===== config.mk =====
export PLATFORM = sky130hd
export DESIGN_NAME = lr_shift_pipe
export DESIGN_NICKNAME = d
export VERILOG_FILES = /design/src/rtl/lr_shift_pipe.sv
export SDC_FILE = /design/constraint.sdc
export NUM_CORES = 1
export LEC_CHECK = 0
export ABC_AREA = 1
export ABC_CLOCK_PERIOD_IN_PS = 1600
export CAP_MARGIN = 20
export CORE_ASPECT_RATIO = 1.5
export CORE_MARGIN = 1.5
export CORE_UTILIZATION = 55
export CTS_CLUSTER_SIZE = 40
export DETAILED_ROUTE_END_ITERATION = 7
export PLACE_DENSITY = 0.75
export SYNTH_ARGS = -nofsm -noshare
export SYNTH_HDL_FRONTEND = slang
export SYNTH_SLANG_ARGS = --single-unit

===== constraint.sdc =====
create_clock -name clk -period 1.6 [get_ports clk]
set_input_delay 0.32 -clock clk [delete_from_list [all_inputs] [get_ports clk]]
set_output_delay 0.32 -clock clk [all_outputs]
set_load 0.005 [all_outputs]

===== src/rtl/lr_shift_pipe.sv =====
// lr_shift_pipe: pipelined barrel shifter with a valid/ready stream interface.
// A capture register takes the beat, then S = clog2(width) shift stages follow;
// shift stage k shifts by 2^k when bit k of the beat's amount is set, in the
// mode that travelled with the beat. One global stall holds every stage.
// Configuration macro: LR_SHIFT_PIPE_ROTATE_EN makes mode 11 rotate left;
// without it, mode 11 behaves exactly like LSL and no rotate muxing exists.
module lr_shift_pipe #(
    parameter int width = 8
) (
    input  logic                     clk,
    input  logic                     rst,
    input  logic                     i_valid,
    output logic                     i_ready,
    input  logic [width-1:0]         i_bits,
    input  logic [$clog2(width)-1:0] i_shift,
    input  logic [1:0]               i_mode,
    output logic                     o_valid,
    input  logic                     o_ready,
    output logic [width-1:0]         o_bits
);

    localparam int S = $clog2(width);

    typedef enum logic [1:0] {
        MODE_LSL = 2'b00,
        MODE_LSR = 2'b01,
        MODE_ASR = 2'b10,
        MODE_ROL = 2'b11
    } mode_e;

    // Index 0 is the capture register; index k+1 holds the result of shift stage k.
    logic             valid_q [S+1];
    logic             valid_d [S+1];
    logic [width-1:0] data_q  [S+1];
    logic [width-1:0] data_d  [S+1];
    logic [S-1:0]     shift_q [S];
    logic [S-1:0]     shift_d [S];
    mode_e            mode_q  [S];
    mode_e            mode_d  [S];

    logic advance;

    // One fixed-distance shift step; successive steps compose, so amounts past
    // the width naturally saturate (LSL/LSR to zero, ASR to sign) and rotates wrap.
    function automatic logic [width-1:0] stageShift(input logic [width-1:0] d,
                                                    input mode_e mode,
                                                    input int amt);
        logic [width-1:0] r;
        r = d << amt;
        case (mode)
            MODE_LSR: r = d >> amt;
            MODE_ASR: r = $signed(d) >>> amt;
`ifdef LR_SHIFT_PIPE_ROTATE_EN
            MODE_ROL: r = (d << amt) | (d >> (width - amt));
`endif
            default:  r = d << amt;
        endcase
        return r;
    endfunction

    // The whole pipe moves together unless a finished beat is waiting downstream.
    assign advance = !valid_q[S] || o_ready;
    assign i_ready = advance;
    assign o_valid = valid_q[S];
    assign o_bits  = data_q[S];

    // Next-state for every stage: capture the input, then conditionally shift by 2^k.
    always_comb begin
        valid_d[0] = i_valid;
        data_d[0]  = i_bits;
        shift_d[0] = i_shift;
        mode_d[0]  = mode_e'(i_mode);
        for (int k = 1; k < S; k++) begin
            shift_d[k] = shift_q[k-1];
            mode_d[k]  = mode_q[k-1];
        end
        for (int k = 0; k < S; k++) begin
            valid_d[k+1] = valid_q[k];
            data_d[k+1]  = shift_q[k][k] ? stageShift(data_q[k], mode_q[k], 1 << k)
                                         : data_q[k];
        end
    end

    // Stage registers: cleared asynchronously, loaded only when the pipe advances.
    always_ff @(posedge clk or posedge rst) begin
        if (rst) begin
            for (int k = 0; k <= S; k++) begin
                valid_q[k] <= 1'b0;
                data_q[k]  <= '0;
            end
            for (int k = 0; k < S; k++) begin
                shift_q[k] <= '0;
                mode_q[k]  <= MODE_LSL;
            end
        end else if (advance) begin
            for (int k = 0; k <= S; k++) begin
                valid_q[k] <= valid_d[k];
                data_q[k]  <= data_d[k];
            end
            for (int k = 0; k < S; k++) begin
                shift_q[k] <= shift_d[k];
                mode_q[k]  <= mode_d[k];
            end
        end
    end

endmodule


### Word level (Yosys, flattened, before mapping)

Cells that the tools add are included.

| word-level totals | value |
|---|---|
| bits of input ports | 17 |
| flip-flop bits (word level) | 51 |
| output and inout port bits | 10 |

| cells by class | value |
|---|---|
| muxes and demuxes | 6 |
| reductions and logical operators | 2 |
| equality and inequality tests | 6 |

Operator list:

| kind | number |
|---|---|
| $pmux 8 s2 | 3 |
| $mux 8 | 3 |
| $eq 2x1->1 const B | 3 |
| $eq 2x2->1 const B | 3 |
| $logic_not 1->1 | 1 |
| $logic_or 1x1->1 | 1 |

### Depth between registers and ports, before layout

| depth | value |
|---|---|
| word-level depth | 3 |
| gate-level depth with buffers | 8 |
| gate-level depth less buffers | 8 |

### Worst setup path after synthesis

OpenSTA, ideal clock, no wires.

| timing path | value |
|---|---|
| path kind | reg-to-reg |
| start | reg mode_q (netlist bit mode_d[2]) |
| end | reg data_q[17] (netlist name) |
| stages on the path, launching flop included | 8 |
| required time | 1.484 ns |
| slack | 0.291 ns |
| setup time | 0.116 ns |
| arrival time | 1.192 ns |
| path buffers | 1 |
| period minus slack after synthesis | 1.309 ns |
| cell sequence | dfrtp_1 inv_1 ha_1 buf_4 a21oi_1 nand2_1 nand2_1 nand2_1 |

| on the way | value |
|---|---|
| cells in the longest elaborated chain, start to end | 3 |

RTL lines:

| item | line | RTL |
|---|---|---|
| start: declaration | 38 | `mode_e mode_q [S];` |
| start signal: indexed assignment | 102 | `mode_q[k] <= mode_d[k];` |
| $eq 2x2->1 or $eq 2x1->1 (tied branches) | 50 | `case (mode)` |
| $pmux 8 s2 (*) | 50 |  |
| $mux 8 (*) | 79 | `data_d[k+1] = shift_q[k][k] ? stageShift(data_q[k], mode_q[k], 1 << k)` |
| end signal: indexed assignment | 98 | `data_q[k] <= data_d[k];` |
| end: declaration | 34 | `logic [width-1:0] data_q [S+1];` |

Every way passes the cells marked *; elsewhere a longest branch is shown, timed or not.
A chain may end at the register's enable or synchronous reset.

### Worst setup path in the final report

| timing path | value |
|---|---|
| start | in o_ready |
| end | out i_ready |

| on the way | value |
|---|---|
| cells in the longest elaborated chain, start to end | 1 |

RTL lines:

| item | line | RTL |
|---|---|---|
| start: declaration | 18 | `input logic o_ready,` |
| $logic_or 1x1->1 | 62 | `assign advance = !valid_q[S] \|\| o_ready;` |
| end: declaration | 13 | `output logic i_ready,` |

Every way passes these cells.

==> flow_metrics.env <==
export IMPL_finalCoreUtilization=0.642
export IMPL_yosysWarnings=0
export IMPL_synthesis_nets=363
export IMPL_die_w_um=58.5
export IMPL_vias_per_cell=5.02
export IMPL_gp_congestion=0.859
export IMPL_fin_ws_ns=0.0769
export IMPL_clock_skew_final_ns=0.00750
export IMPL_first_iter_violations=82
export IMPL_grt_pass1_wl_um=8200
export IMPL_drive_above_1_share=0.0504
export IMPL_worstPathRequired_ns=1.28
export IMPL_rsz0062_at_grt="false"
export IMPL_clock_latency_ns=0.30
export IMPL_dp_hpwl_um=3200
export IMPL_ant_nets=0
export IMPL_root_buffer="clkbuf_8"
export IMPL_drv_slew=0
export IMPL_ys_ff_latch=48
export IMPL_yosys_area_share_simple=0.261
export IMPL_timing_fmax_ghz=0.657
export IMPL_muxShareOfSynthArea=0
export IMPL_grt_max_degree=49
export IMPL_synth_distinct_cells=19
export IMPL_path_class="primary input to output port"
export IMPL_synthAdderAreaFrac=0.0296
export IMPL_end_kind="output port"
export IMPL_syn_inst=340
export IMPL_p_per_area_nw_per_um2=1890
export IMPL_ys_seq_area_frac=0.473
export IMPL_ir_drop_mv=0.849
export IMPL_numCtsBuffers=5
export IMPL_post_cts_buffers=0
export IMPL_port_buffers=26
export IMPL_tightest_slew_ns=0.394
export IMPL_layout_commonest_cell="nand2_1"
export IMPL_synth_top_family_by_area="simple AND/OR/NAND/NOR gates"
export IMPL_rows=30
export IMPL_dieArea_um2=5040
export IMPL_clock_path_buffers=2
export IMPL_synth_compound_area_share=0.108
export IMPL_cts_tree="built"
export IMPL_pin_count=27
export IMPL_syn_area_um2=2540
export IMPL_die_y_um=86.2
export IMPL_status="finished, final reports clean"
export IMPL_first_global_vias=1956
export IMPL_drc=0
export IMPL_avgSynthCellArea_um2=7.46
export IMPL_n_antenna_cell=0
export IMPL_p_leak_nw=1.49
export IMPL_core_um2=4470
export IMPL_cap_violations=0
export IMPL_drt_pass1_iterations=4
export IMPL_cp_data_arrival_time_ns=1.20
export IMPL_clkTransAtPathRegs_ns=0.08
export IMPL_min_path_type="primary input to async pin"
export IMPL_area_delta_synth_final_pct=13.0
export IMPL_finalSetupViolCount=0
export IMPL_grt_usage=0.212
export IMPL_relSlewSlack=0.737
export IMPL_r2r_slack_ns=0.14
export IMPL_cts_sinks=48
export IMPL_wl_per_cell_um=11.3
export IMPL_ctsHoldBuffers=0
export IMPL_start_kind="primary input"
export IMPL_fin_nets=379
export IMPL_mostFrequentLayoutCells="nand2_1 (121), dfrtp_1 (48), inv_1 (38), nor2_1 (35), a21oi_1 (33)"
export IMPL_fin_crit_ns=1.52
export IMPL_cts_max_level=2
export IMPL_worst_path_max_fanout=2
export IMPL_overflow=0
export IMPL_drt_total_wl_um=4570
export IMPL_finalHoldViolations=0
export IMPL_start_util=0.568
export IMPL_antenna_found_initial=0
export IMPL_vias=2033
export IMPL_place_ws_ns=-0.207
export IMPL_synth_xor_area_frac=0
export IMPL_min_period_over_period=0.952
repair_timing:
action | in CTS | in global routing
endpoints found under the setup margin | 1 | 3
resized for setup | 1 | 1
gates cloned | 0 | 0
synth_stat cells:
cell type | instances | share of area
nand2_1 | 121 | 0.18
dfrtp_1 | 48 | 0.47
inv_1 | 39 | 0.058
nor2_1 | 35 | 0.052
a21oi_1 | 33 | 0.065
o21ai_0 | 13 | 0.026
buf_4 | 10 | 0.030
nand3_1 | 9 | 0.018
o21ai_1 | 9 | 0.018
ha_1 | 6 | 0.030
buf_2 | 5 | 0.0099
buf_6 | 5 | 0.022
clkbuf_1 | 1 | 0.0015
clkbuf_8 | 1 | 0.0054
inv_2 | 1 | 0.0015
nand2_2 | 1 | 0.0025
nand3b_1 | 1 | 0.0030
nor2_2 | 1 | 0.0025
nor2_4 | 1 | 0.0044
metrics by stage:
step / hold slack [ns] / cells / TNS [ns] / area, um^2 / total power (W)
floorplan: 0.422 / 340 / 0 / 2540 / 0.00406
global placement: 0.430 / 397 / -1.11 / 2760 / 0.00452
detailed placement: 0.432 / 397 / -1.22 / 2760 / 0.00460
CTS: 0.369 / 405 / 0 / 2870 / 0.00547
global route: 0.394 / 405 / 0 / 2870 / 0.00596
finish: 0.360 / 405 / 0 / 2870 / 0.00542
cells by family (layout without fill, tap and decap cells):
family	after synthesis	in the layout
AO/OA/AOI/OAI	55	55
AND/OR/NAND/NOR	169	169
adder cells (fa/ha/maj)	6	6
flip-flops	48	48
buffers and inverters	62	79
registers in the layout, indices dropped and copies added (netlist names):
| name | cells |
|---|---|
| data_q | 24 |
| shift_d | 5 |
| o_valid | 1 |
| shift_q | 1 |
| mode_q | 2 |
| o_bits | 8 |
| valid_d | 3 |
| mode_d | 4 |
where the power goes:
group	leakage (nW)	internal, W	switching (W)
Clock	0.0552	0.000464	0.000388
Sequential	0.580	0.00175	0.000372
Combinational	0.853	0.00102	0.00144
Total	1.49	0.00323	0.00220
final timing paths:
| path | from | endpoint | cells past startpoint |
|---|---|---|---|
| max | o_ready | i_ready | 4 |
| min | rst | shift_d[2]$_DFFE_PP0P_ | 3 |
| max reg2reg | mode_d[0]$_DFFE_PP0P_ | data_q[15]$_DFFE_PP0P_ | 6 |
| min reg2reg | valid_d[0]$_DFFE_PP0P_ | o_valid$_DFFE_PP0P_ | 2 |
| max in group asynchronous | rst | o_bits[1]$_DFFE_PP0P_ | 3 |
| min in group clk | valid_d[0]$_DFFE_PP0P_ | o_valid$_DFFE_PP0P_ | 2 |
area by class of cell:
cell class	instances	area, um^2
flip-flops and latches	48	1200
repair buffers	31	334
inverters	40	150
multi-input cells	230	1010
fillers	399	1600
well taps	48	60.1
clock inverters	2	35.0
clock buffers	6	72.6
critical path: stages:
cell and delay [ns]:
clkdlybuf4s50_1 0.49, inv_1 0.06, nand2_2 0.09, dlygate4sd2_1 0.25
layer usage:
metal / track usage / routed length (um)
met1: 0.218 / 1840
met2: 0.382 / 2400
met3: 0.0388 / 156
met4: 0.133 / 180
met5: 0 / 0
Note: power is estimated with default switching activity, not from simulation.
